<file path="src/rtl/stl2sts_pkg.sv">
// Shared constants and state encoding for the 32-to-16 Avalon-ST width downsizer.
package stl2sts_pkg;

    localparam int IN_W  = 32;
    localparam int OUT_W = 16;
    localparam int SYM_W = 8;

    localparam int IN_EMPTY_W  = $clog2(IN_W / SYM_W);
    localparam int OUT_EMPTY_W = $clog2(OUT_W / SYM_W);

    localparam logic [1:0] EMPTY = 2'd0;
    localparam logic [1:0] HI    = 2'd1;
    localparam logic [1:0] LO    = 2'd2;

    typedef enum logic [1:0] {
        ST_EMPTY = EMPTY,
        ST_HI    = HI,
        ST_LO    = LO
    } state_t;

    // An EOP word with two or three empty bytes carries data in its upper half only.
    function automatic logic upper_only(input logic eop, input logic [IN_EMPTY_W-1:0] emp);
        return eop & emp[1];
    endfunction

endpackage

</file>
<file path="src/rtl/stl2sts_if.sv">
// Avalon-ST bus bundle; the master drives the beat, the slave drives ready.
interface stl2sts_if
    import stl2sts_pkg::*;
#(
    parameter int DATA_W  = IN_W,
    parameter int EMPTY_W = IN_EMPTY_W
) ();

    logic [DATA_W-1:0]  data;
    logic               valid;
    logic               ready;
    logic [EMPTY_W-1:0] empty;
    logic               startofpacket;
    logic               endofpacket;

    modport master (
        output data, valid, empty, startofpacket, endofpacket,
        input  ready
    );

    modport slave (
        input  data, valid, empty, startofpacket, endofpacket,
        output ready
    );

endinterface

</file>
<file path="src/rtl/stl2sts.sv">
// Splits each accepted 32-bit packet word into two 16-bit beats, upper half first.
// Beats arriving outside a packet without SOP are discarded and flagged on drop_pulse.
module stl2sts
    import stl2sts_pkg::*;
(
    input  logic      clk,
    input  logic      rst,
    stl2sts_if.slave  data_in,
    stl2sts_if.master data_out,
    output logic      drop_pulse
);

    state_t                state;
    state_t                state_nxt;
    logic [IN_W-1:0]       hold;
    logic [IN_W-1:0]       hold_nxt;
    logic                  sop_f;
    logic                  sop_nxt;
    logic                  eop_f;
    logic                  eop_nxt;
    logic [IN_EMPTY_W-1:0] emp_f;
    logic [IN_EMPTY_W-1:0] emp_nxt;
    logic                  in_pkt;
    logic                  in_pkt_nxt;
    logic                  accept;
    logic                  load;
    logic                  drop;
    logic                  out_eop_nxt;

    // The sink may refill the holding register in the same cycle its last half leaves.
    assign data_in.ready = !rst &&
                           ((state == ST_EMPTY) ||
                            (state == ST_LO && data_out.ready) ||
                            (state == ST_HI && data_out.ready && upper_only(eop_f, emp_f)));

    assign accept = data_in.valid & data_in.ready;
    assign load   = accept & (in_pkt | data_in.startofpacket);
    assign drop   = accept & ~load;

    always_comb begin
        state_nxt  = state;
        hold_nxt   = hold;
        sop_nxt    = sop_f;
        eop_nxt    = eop_f;
        emp_nxt    = emp_f;
        in_pkt_nxt = in_pkt;

        case (state)
            ST_HI: begin
                if (data_out.ready) begin
                    state_nxt = upper_only(eop_f, emp_f) ? ST_EMPTY : ST_LO;
                end
            end
            ST_LO: begin
                if (data_out.ready) begin
                    state_nxt = ST_EMPTY;
                end
            end
            default: begin
            end
        endcase

        if (accept) begin
            if (data_in.endofpacket) begin
                in_pkt_nxt = 1'b0;
            end else if (data_in.startofpacket) begin
                in_pkt_nxt = 1'b1;
            end
        end

        if (load) begin
            state_nxt = ST_HI;
            hold_nxt  = data_in.data;
            sop_nxt   = data_in.startofpacket;
            eop_nxt   = data_in.endofpacket;
            emp_nxt   = data_in.empty;
        end

        out_eop_nxt = ((state_nxt == ST_LO) & eop_nxt) |
                      ((state_nxt == ST_HI) & upper_only(eop_nxt, emp_nxt));
    end

    // Source outputs are registered from the next state so they never follow sink inputs.
    always_ff @(posedge clk or posedge rst) begin
        if (rst) begin
            state                  <= ST_EMPTY;
            hold                   <= '0;
            sop_f                  <= 1'b0;
            eop_f                  <= 1'b0;
            emp_f                  <= '0;
            in_pkt                 <= 1'b0;
            data_out.valid         <= 1'b0;
            data_out.data          <= '0;
            data_out.startofpacket <= 1'b0;
            data_out.endofpacket   <= 1'b0;
            data_out.empty         <= '0;
            drop_pulse             <= 1'b0;
        end else begin
            state                  <= state_nxt;
            hold                   <= hold_nxt;
            sop_f                  <= sop_nxt;
            eop_f                  <= eop_nxt;
            emp_f                  <= emp_nxt;
            in_pkt                 <= in_pkt_nxt;
            data_out.valid         <= (state_nxt != ST_EMPTY);
            data_out.data          <= (state_nxt == ST_HI) ? hold_nxt[IN_W-1:OUT_W] :
                                      (state_nxt == ST_LO) ? hold_nxt[OUT_W-1:0] : '0;
            data_out.startofpacket <= (state_nxt == ST_HI) & sop_nxt;
            data_out.endofpacket   <= out_eop_nxt;
            data_out.empty         <= out_eop_nxt & emp_nxt[0];
            drop_pulse             <= drop;
        end
    end

endmodule

</file>
<file path="src/flat_wrapper.sv">
// flat-port wrapper written by rule: the top's interface ports become plain ports
module stl2sts_flat import stl2sts_pkg::*;
  (clk, rst, drop_pulse, data_in_data, data_in_valid, data_in_empty, data_in_startofpacket, data_in_endofpacket, data_in_ready, data_out_data, data_out_valid, data_out_empty, data_out_startofpacket, data_out_endofpacket, data_out_ready);
  stl2sts_if #(.DATA_W(IN_W), .EMPTY_W(IN_EMPTY_W)) data_in_i ();
  stl2sts_if #(.DATA_W(OUT_W), .EMPTY_W(OUT_EMPTY_W)) data_out_i ();
  input  logic clk;
  input  logic rst;
  output logic drop_pulse;
  input wire logic [$bits(data_in_i.data)-1:0] data_in_data;
  input wire logic [$bits(data_in_i.valid)-1:0] data_in_valid;
  input wire logic [$bits(data_in_i.empty)-1:0] data_in_empty;
  input wire logic [$bits(data_in_i.startofpacket)-1:0] data_in_startofpacket;
  input wire logic [$bits(data_in_i.endofpacket)-1:0] data_in_endofpacket;
  output wire logic [$bits(data_in_i.ready)-1:0] data_in_ready;
  output wire logic [$bits(data_out_i.data)-1:0] data_out_data;
  output wire logic [$bits(data_out_i.valid)-1:0] data_out_valid;
  output wire logic [$bits(data_out_i.empty)-1:0] data_out_empty;
  output wire logic [$bits(data_out_i.startofpacket)-1:0] data_out_startofpacket;
  output wire logic [$bits(data_out_i.endofpacket)-1:0] data_out_endofpacket;
  input wire logic [$bits(data_out_i.ready)-1:0] data_out_ready;
  assign data_in_i.data = data_in_data;
  assign data_in_i.valid = data_in_valid;
  assign data_in_i.empty = data_in_empty;
  assign data_in_i.startofpacket = data_in_startofpacket;
  assign data_in_i.endofpacket = data_in_endofpacket;
  assign data_in_ready = data_in_i.ready;
  assign data_out_data = data_out_i.data;
  assign data_out_valid = data_out_i.valid;
  assign data_out_empty = data_out_i.empty;
  assign data_out_startofpacket = data_out_i.startofpacket;
  assign data_out_endofpacket = data_out_i.endofpacket;
  assign data_out_i.ready = data_out_ready;
  stl2sts u_core (.clk(clk), .rst(rst), .data_in(data_in_i), .data_out(data_out_i), .drop_pulse(drop_pulse));
endmodule
</file>
<file path="config.mk">
export PLATFORM = sky130hd
export DESIGN_NAME = stl2sts_flat
export DESIGN_NICKNAME = d
export VERILOG_FILES = /design/src/rtl/stl2sts_pkg.sv /design/src/rtl/stl2sts_if.sv /design/src/rtl/stl2sts.sv /design/src/flat_wrapper.sv
export SDC_FILE = /design/constraint.sdc
export NUM_CORES = 1
export LEC_CHECK = 0
export CAP_MARGIN = 10
export CORE_MARGIN = 4
export CORE_UTILIZATION = 43
export DETAILED_ROUTE_END_ITERATION = 12
export MAX_ROUTING_LAYER = met4
export PLACE_DENSITY = 0.75
export SYNTH_ARGS = -nofsm -noshare
export SYNTH_HDL_FRONTEND = slang
export SYNTH_SLANG_ARGS = --single-unit
</file>
<file path="constraint.sdc">
create_clock -name clk -period 1.95 [get_ports clk]
set_input_delay 0.195 -clock clk [delete_from_list [all_inputs] [get_ports clk]]
set_output_delay 0.195 -clock clk [all_outputs]
set_load 0.005 [all_outputs]
</file>
## Word-level counts from Yosys, hierarchy flattened

Index checks and enable logic that the tools add are counted.

| word-level totals | value |
|---|---|
| flip-flop bits (word level) | 60 |
| bits of input ports | 40 |
| output and inout bits | 22 |
| logic and storage cells | 52 |

| operators by class | value |
|---|---|
| equality and inequality tests | 4 |
| multiplexer cells | 13 |
| bitwise gates (word level) | 12 |
| reduce and logical (&&, ||, !) cells | 11 |

Operators with widths:

| operator | count |
|---|---|
| $mux 16 | 2 |
| $mux 32 | 1 |
| $mux 2 | 5 |
| $and 1x1->1 | 9 |
| $eq 2x1->1 const B | 2 |
| $eq 2x2->1 const B | 2 |
| $logic_and 1x1->1 | 4 |
| $mux 1 | 4 |
| $pmux 2 s2 | 1 |
| $reduce_bool 2->1 | 2 |
| $logic_not 2->1 | 1 |
| $logic_or 1x1->1 | 2 |
| $or 1x1->1 | 2 |
| $reduce_and 2->1 | 1 |
| $logic_not 1->1 | 1 |
| $not 1->1 | 1 |

## Longest topological paths before layout

Gate-level depths: netlist of the first run.

| depth | value |
|---|---|
| depth in word-level cells | 12 |
| mapped depth | 7 |
| depth with buffers taken out | 6 |

## Worst setup path after synthesis of the first run

OpenSTA, ideal clock, no wires.

| timing | value |
|---|---|
| path kind | register to register |
| start point | reg u_core.state[1] |
| end point | reg u_core.data_out.data[14] |
| library setup time | 0.138 ns |
| arrival | 1.676 ns |
| required time | 1.812 ns |
| setup slack | 0.136 ns |
| cell stages (with the launch flop) | 8 |
| path buffers | 1 |
| clock period less this slack | 1.814 ns |
| path through | dfrtp_1 > inv_1 > ha_1 > o21ba_2 > and2_2 > o21ai_2 > buf_2 > o221ai_1 |

| between the ends | value |
|---|---|
| cells in the longest elaborated chain, start to end | 11 |
| elaborated cells between the ends (all ways) | 20 |
| those cells by class | 4 x eq/ne; 7 x mux; 2 x bitwise; 7 x reduce/logical |

RTL lines:

| what | RTL line | text |
|---|---|---|
| start: declaration | stl2sts.sv:13 | `state_t state;` |
| start signal: assignment | stl2sts.sv:99 | `state <= state_nxt;` |
| $eq 2x2->1 or $eq 2x1->1 (tied branches) | stl2sts.sv:33, stl2sts.sv:48, stl2sts.sv:34 |  |
| $logic_and 1x1->1 (on tied branches) | stl2sts.sv:33, stl2sts.sv:34 |  |
| $logic_or 1x1->1 or $logic_and 1x1->1 (tied branches) | stl2sts.sv:32, stl2sts.sv:34 |  |
| $logic_or 1x1->1 | stl2sts.sv:33 | `(state == ST_LO && data_out.ready) \|\|` |
| $logic_and 1x1->1 | stl2sts.sv:31 | `assign data_in.ready = !rst &&` |
| $and 1x1->1 | stl2sts.sv:36 | `assign accept = data_in.valid & data_in.ready;` |
| $and 1x1->1 | stl2sts.sv:37 | `assign load = accept & (in_pkt \| data_in.startofpacket);` |
| $mux 2 | stl2sts.sv:71 | `if (load) begin` |
| $eq 2x2->1 | stl2sts.sv:107 | `(state_nxt == ST_LO) ? hold_nxt[OUT_W-1:0] : '0;` |
| $mux 16 | stl2sts.sv:107 |  |
| $mux 16 (*) | stl2sts.sv:106 | `data_out.data <= (state_nxt == ST_HI) ? hold_nxt[IN_W-1:OUT_W] :` |
| end signal: assignment | stl2sts.sv:106 |  |
| end: declaration | stl2sts_if.sv:17 | `output data, valid, empty, startofpacket, endofpacket,` |

Mark *: on every way between the ends. The rest lies on a longest branch, timed or not.
A chain may end at the register's enable or synchronous reset.

## Worst setup path in the final report of the first run

| timing | value |
|---|---|
| start point | reg u_core.state[0] |
| end point | reg u_core.data_out.empty |

| between the ends | value |
|---|---|
| cells in the longest elaborated chain, start to end | 12 |
| elaborated cells between the ends (all ways) | 24 |
| those cells by class | 4 x eq/ne; 6 x mux; 7 x bitwise; 7 x reduce/logical |

RTL lines:

| what | RTL line | text |
|---|---|---|
| $eq 2x2->1 or $eq 2x1->1 (tied branches) | stl2sts.sv:33, stl2sts.sv:48, stl2sts.sv:34 |  |
| $logic_and 1x1->1 (on tied branches) | stl2sts.sv:33, stl2sts.sv:34 |  |
| $logic_or 1x1->1 or $logic_and 1x1->1 (tied branches) | stl2sts.sv:32, stl2sts.sv:34 |  |
| $logic_or 1x1->1 | stl2sts.sv:33 |  |
| $logic_and 1x1->1 | stl2sts.sv:31 |  |
| $and 1x1->1 | stl2sts.sv:36 |  |
| $and 1x1->1 | stl2sts.sv:37 |  |
| $mux 2 or $mux 1 (tied branches) | stl2sts.sv:71 |  |
| $eq 2x2->1, or another cell as far along | stl2sts.sv:79 | `out_eop_nxt = ((state_nxt == ST_LO) & eop_nxt) \|` |
| $and 1x1->1 (on tied branches) | stl2sts.sv:79, stl2sts.sv:80 |  |
| $or 1x1->1 | stl2sts.sv:79 |  |
| $and 1x1->1 (*) | stl2sts.sv:110 | `data_out.empty <= out_eop_nxt & emp_nxt[0];` |
| end signal: assignment | stl2sts.sv:110 |  |
| end: declaration | stl2sts_if.sv:17 |  |

Marks and branches as above.

==> run_results.csv, run 1 <==
group,metric,value,unit
run_status,status,"complete, no violations",
detailed_routing,wl,5280,um
die,core_area,5240,um2
critical_path,r2r_slack,0.12,ns
clock_network,holdBufCountCts,0,
timing,fin_crit,1.83,ns
critical_path,reg2regPathDepth,6,
global_route,grt_max_degree,61,
cells_and_area,finalNetCount,355,
clock_network,tritoncts,"done",
die,start_util,0.457,
timing,setup_violations,0,
die,dieArea,6820,um2
cells_and_area,final_cell_mix,"nand2_1, clkdlybuf4s50_1, dfrtp_1, o221ai_1, clkbuf_8",
cells_and_area,antennaDiodeCount,0,
critical_path,critPathArrivalTime,2.08,ns
cells_and_area,drive_above_1_share,0.127,
power,combPwrFrac,0.355,
yosys,synthCells,235,
power,p_leak,1.63,nW
worst_hold_path,min_path_type,"in -> async",
yosys,avgSynthCellArea,10.2,um2
yosys,synth_area,2390,um2
clock_network,cts-root-buf,"clkbuf_8",
global_route,grt_usage,0.183,
timing,finalClockSkew,0.00890,ns
detailed_routing,num_vias,1928,
place,dp_hpwl,3580,um
die,row_count,26,
global_route,antenna_found_initial,0,
place,place_congestion,0.823,
clock_network,clk_latency,0.33,ns
timing,drv_slew,0,
detailed_routing,viasPerCell,5.01,
critical_path,r2r_start,"u_core.state[0]",
timing,hold_viol_final,0,
critical_path,rr_endpoint,"u_core.data_out.empty",
timing,fmax,546,MHz
yosys,ys_seq_elements,60,
detailed_routing,drt-initial-drc-count,100,
clock_network,path_clk_slew,0.06,ns
yosys,synth_fp_nets,278,
critical_path,worst-endpoint-required,2.20,ns
timing,rsz0062_at_grt,"no",
power,intPower,0.00306,W
timing,fin_crit_sh,0.940,
clock_network,numCtsBuffers,9,
critical_path,cp-endpoint,"u_core.data_out.empty",
timing,worst-slew-pin-transition,0.438,ns
global_route,grt.overflow.total,0,
power,p_sw_frac,0.320,
detailed_routing,drt_pass1_iterations,4,
global_route,grt_first_pass_wirelength,8880,um
cells_and_area,area_delta_synth_final,42.0,%
critical_path,crit_type,"reg -> reg",
critical_path,start_kind,"flip-flop",
power,powerDensity,1320,nW/um2
yosys,synth_cell_types,30,
detailed_routing,drc_errors,0,
power,pwr-share-clk,0.218,
run,cap_violations,0,
power,total_power,0.00450,W
critical_path,endpoint_kind,"flip-flop",
yosys,seq_area_frac_synth,0.628,
detailed_routing,routedWlPerCell,13.7,um
power,pwr-share-seq,0.427,
clock_network,h-tree-depth,3,
die,dieWidth,82.6,um
critical_path,crit_start,"u_core.state[0]",
timing,slew_headroom,0.701,
cells_and_area,final_common_cell,"nand2_1",
place,io_buffers,61,
timing,finalSetupTns,0,ns
clock_network,cts_sinks,60,
critical_path,crit_fanout,5,
clock_network,cts_max_path_buffers,2,
power,vdd_drop_max,0.715,mV
place,dp.cells,367,
die,die_h,82.6,um
yosys,yosys_warnings,0,
power,switchingPower,0.00144,W
detailed_routing,drtAntennaViolNets,0,
die,io_pins,62,
cells_and_area,fin_cells,385,
global_route,first_global_vias,1987,
[power by group through the flow]
| stage | registers (W) | logic (W) | clock network [W] |
|---|---|---|---|
| 2_1_floorplan | 0.00191 | 0.000856 | 0 |
| 3_3_place_gp | 0.00193 | 0.00148 | 0 |
| 3_5_place_dp | 0.00194 | 0.00153 | 0 |
| 4_1_cts | 0.00192 | 0.00160 | 0.00101 |
| 5_1_grt | 0.00197 | 0.00180 | 0.00106 |
| 6_report | 0.00192 | 0.00160 | 0.000980 |
[critical path, stage by stage (launching register included)]
cell and delay (ns):
dfrtp_1 0.40, buf_4 0.15, ha_4 0.16, o21ba_2 0.24, and2_4 0.18, or4_1 0.49
a31oi_1 0.13
[metrics by stage]
stage | cell area (um2) | hold slack (ns) | worst slack, ns | utilization
2_1_floorplan | 2390 | 0.281 | 0.136 | -
3_3_place_gp | 3160 | 0.451 | 0.0315 | 0.603
3_5_place_dp | 3160 | 0.456 | 0.0242 | 0.603
4_1_cts | 3390 | 0.306 | 0.0463 | 0.647
5_1_grt | 3390 | 0.325 | 0.0262 | 0.648
6_report | 3390 | 0.295 | 0.117 | 0.648
[cell type report]
cell class / count / area, um2
Fill cell: 427 / 1840
Multi-Input combinational cell: 162 / 863
Inverter: 4 / 15.0
Clock buffer: 12 / 165
Timing Repair Buffer: 75 / 752
Sequential cell: 60 / 1500
Tap cell: 70 / 87.6
Clock inverter: 2 / 10.0
[metal layers]
metal | vias up | share of wire | global-route usage
met5 | - | 0 | -
met4 | 0 | 0.013 | 0.0850
met3 | 9 | 0.064 | 0.0542
met2 | 58 | 0.45 | 0.271
met1 | 915 | 0.47 | 0.231
li1 | 946 | - | -
[sequential cells by signal (all words and copies together), names as in the netlist]
| register | cells |
|---|---|
| u_core.data_out.endofpacket | 1 |
| u_core.data_out.data | 16 |
| u_core.hold | 32 |
| u_core.data_out.startofpacket | 1 |
| u_core.in_pkt | 1 |
| u_core.drop_pulse | 1 |
| u_core.data_out.empty | 1 |
| u_core.eop_f | 1 |
| u_core.sop_f | 1 |
| u_core.data_out.valid | 1 |
| u_core.state | 2 |
| u_core.emp_f | 2 |
[cell usage after synthesis]
cell type,instances,area (um2)
nand4_1,2,12.5
nand2_1,108,405
ha_1,3,37.5
buf_2,6,30.0
mux2i_1,1,10.0
nand2b_1,1,6.26
o21ai_1,1,5.00
nand3_1,3,15.0
a41oi_1,1,8.76
and2_2,1,7.51
o21ai_2,1,8.76
a21oi_1,5,25.0
o21ba_2,1,10.0
clkbuf_1,3,11.3
a2111oi_0,1,8.76
a31oi_1,2,12.5
or4_1,1,7.51
a211o_1,1,8.76
o21a_1,1,7.51
dfrtp_1,60,1500
a41o_2,1,11.3
o221ai_1,16,140
a21oi_2,1,8.76
a211oi_4,1,20.0
inv_1,4,15.0
a22o_1,2,17.5
and2_1,2,12.5
nor2_1,3,11.3
nor2b_1,1,6.26
o2111ai_1,1,8.76
[cell families after synthesis]
logic type,share of synthesized area
multiplexers,0.00419
flip-flops,0.628
adder cells (fa/ha/maj),0.0157
buffers and inverters,0.0235
AO/OA/AOI/OAI,0.126
AND/OR/NAND/NOR,0.203
[worst min-delay path by stage]
stage	start	to	slack, ns	cells after the start
floorplan	data_in_endofpacket	u_core.in_pkt	0.28	1
global placement	u_core.hold[18]	u_core.hold[18]	0.45	2
detailed placement	u_core.hold[10]	u_core.hold[10]	0.46	2
CTS	rst	u_core.data_out.startofpacket	0.31	3
global route	rst	u_core.drop_pulse	0.32	3
finish	rst	u_core.data_out.startofpacket	0.29	3
[repair_timing]
action | CTS | global route
setup buffers | 4 | 0
pin swaps | 1 | 1
setup endpoints to repair | 1 | 6
resized for setup | 7 | 2
hold endpoints to repair | 0 | 0
Note: power is estimated with default switching activity, not from simulation.
==> run 2: changes to the inputs <==
PLACE_DENSITY = 0.86   (was 0.75)
==> run_results.csv, run 2 (synthesis gave the netlist of run 1 again) <==
group,metric,value,unit
clock_network,clk_latency,0.33,ns
timing,fin_crit_sh,0.963,
detailed_routing,drt-initial-drc-count,94,
timing,setup_violations,0,
place,place_congestion,0.831,
detailed_routing,num_vias,1944,
timing,worst-slew-pin-transition,0.382,ns
die,row_count,26,
power,total_power,0.00477,W
cells_and_area,area_delta_synth_final,45.2,%
detailed_routing,viasPerCell,5.02,
global_route,grt_first_pass_wirelength,9120,um
die,dieArea,6820,um2
cells_and_area,antennaDiodeCount,0,
timing,fmax,532,MHz
critical_path,crit_fanout,5,
detailed_routing,drt_pass1_iterations,4,
die,io_pins,62,
critical_path,reg2regPathDepth,6,
timing,slew_headroom,0.744,
die,dieWidth,82.6,um
cells_and_area,finalNetCount,355,
clock_network,holdBufCountCts,0,
cells_and_area,largest_register_ffs,32,
timing,holdWs,0.291,ns
clock_network,path_clk_slew,0.06,ns
power,p_leak,1.65,nW
clock_network,cts-root-buf,"clkbuf_8",
cells_and_area,reg_top3,"u_core.hold x32, u_core.data_out.data x16",
timing,finalClockSkew,0.00743,ns
timing,setup_slack,0.0719,ns
global_route,grt.overflow.total,0,
clock_network,cts_sinks,60,
place,io_buffers,61,
timing,fin_crit,1.88,ns
cells_and_area,drive_above_1_share,0.142,
detailed_routing,routedWlPerCell,14.4,um
run_status,status,"complete, no violations",
clock_network,h-tree-depth,3,
cells_and_area,top_register,"u_core.hold",
global_route,grt_max_degree,61,
critical_path,start_kind,"flip-flop",
global_route,grt_usage,0.187,
critical_path,crit_type,"reg -> reg",
worst_hold_path,min_path_type,"in -> async",
timing,hold_viol_final,0,
clock_network,cts_max_path_buffers,2,
detailed_routing,drc_errors,0,
detailed_routing,drtAntennaViolNets,0,
place,pre_cts_ws,-0.0391,ns
die,core_area,5240,um2
cells_and_area,final_cell_mix,"nand2_1, clkdlybuf4s50_1, dfrtp_1, o221ai_1, clkbuf_8",
global_route,antenna_found_initial,0,
critical_path,worst-endpoint-required,2.20,ns
global_route,first_global_vias,2008,
power,vdd_drop_max,0.690,mV
run,cap_violations,0,
critical_path,endpoint_kind,"flip-flop",
clock_network,numCtsBuffers,9,
power,powerDensity,1370,nW/um2
timing,rsz0062_at_grt,"no",
cells_and_area,fillers,424,
timing,drv_slew,0,
place,dp_hpwl,3740,um
clock_network,tritoncts,"done",
die,die_h,82.6,um
cells_and_area,final_common_cell,"nand2_1",
die,start_util,0.457,
detailed_routing,wl,5570,um
critical_path,critPathArrivalTime,2.13,ns
[run 2: cell types whose count changed in the layout (fill, tap and decap cells not counted), sizes merged]
| cell | before | now |
|---|---|---|
| bufinv | 0 | 1 |
| clkbuf | 12 | 13 |
| clkinv | 2 | 1 |
| clkinvlp | 0 | 1 |
[run 2: metal layers]
metal,GRT usage,share of wire,vias to the layer above
met5,-,0,-
met4,0.0752,0.013,0
met3,0.0564,0.055,9
met2,0.275,0.47,52
met1,0.243,0.46,934
li1,-,-,949
[run 2: worst paths after layout]
check	from	to	slack [ns]
worst max register to register	u_core.state[0]	u_core.data_out.empty	0.07
worst min-delay path	rst	u_core.data_out.empty	0.29
worst max-delay path	u_core.state[0]	u_core.data_out.empty	0.07
worst min register to register	u_core.hold[20]	u_core.hold[20]	0.47
min in group clk	data_in_data[15]	u_core.hold[15]	0.38
max in group asynchronous	rst	u_core.state[0]	1.38
[run 2: layout make-up]
cell class / count / area [um2] / area share
multi-input combinational: 162 / 875 / 0.252
timing repair buffer: 75 / 768 / 0.221
inverter: 4 / 15.0 / 0.00433
clock buffer: 13 / 179 / 0.0516
tap: 70 / 87.6 / 0.0252
sequential: 60 / 1500 / 0.433
clock inverter: 3 / 42.5 / 0.0123
[run 2: metrics by stage]
| stage | area [um2] | util | setup TNS (ns) | instances |
|---|---|---|---|---|
| after CTS | 3460 | 0.661 | 0 | 387 |
| final | 3470 | 0.663 | 0 | 387 |
| after detailed placement | 3180 | 0.607 | -0.346 | 368 |
| after floorplan | 2390 | - | 0 | 235 |
| after global routing | 3470 | 0.663 | 0 | 387 |
| after global placement | 3180 | 0.607 | 0 | 368 |
[run 2: timing repair]
action,4_1_cts,5_1_grt
buffers inserted,3,0
gates resized for setup,10,5
endpoints found under the setup margin,4,13
pin swaps,0,1
[run 2: report_power, final]
group	switching [W]	internal [W]
clock	0.000464	0.000727
sequential	0.000197	0.00174
combinational	0.000845	0.000793
total	0.00151	0.00326
[run 2: worst max-delay path, stage by stage, from the launching register on]
cell     delay (ns)
dfrtp_2        0.43
buf_4          0.16
ha_4           0.17
o21ba_2        0.24
and2_4         0.18
or4_1          0.50
a31oi_1        0.13
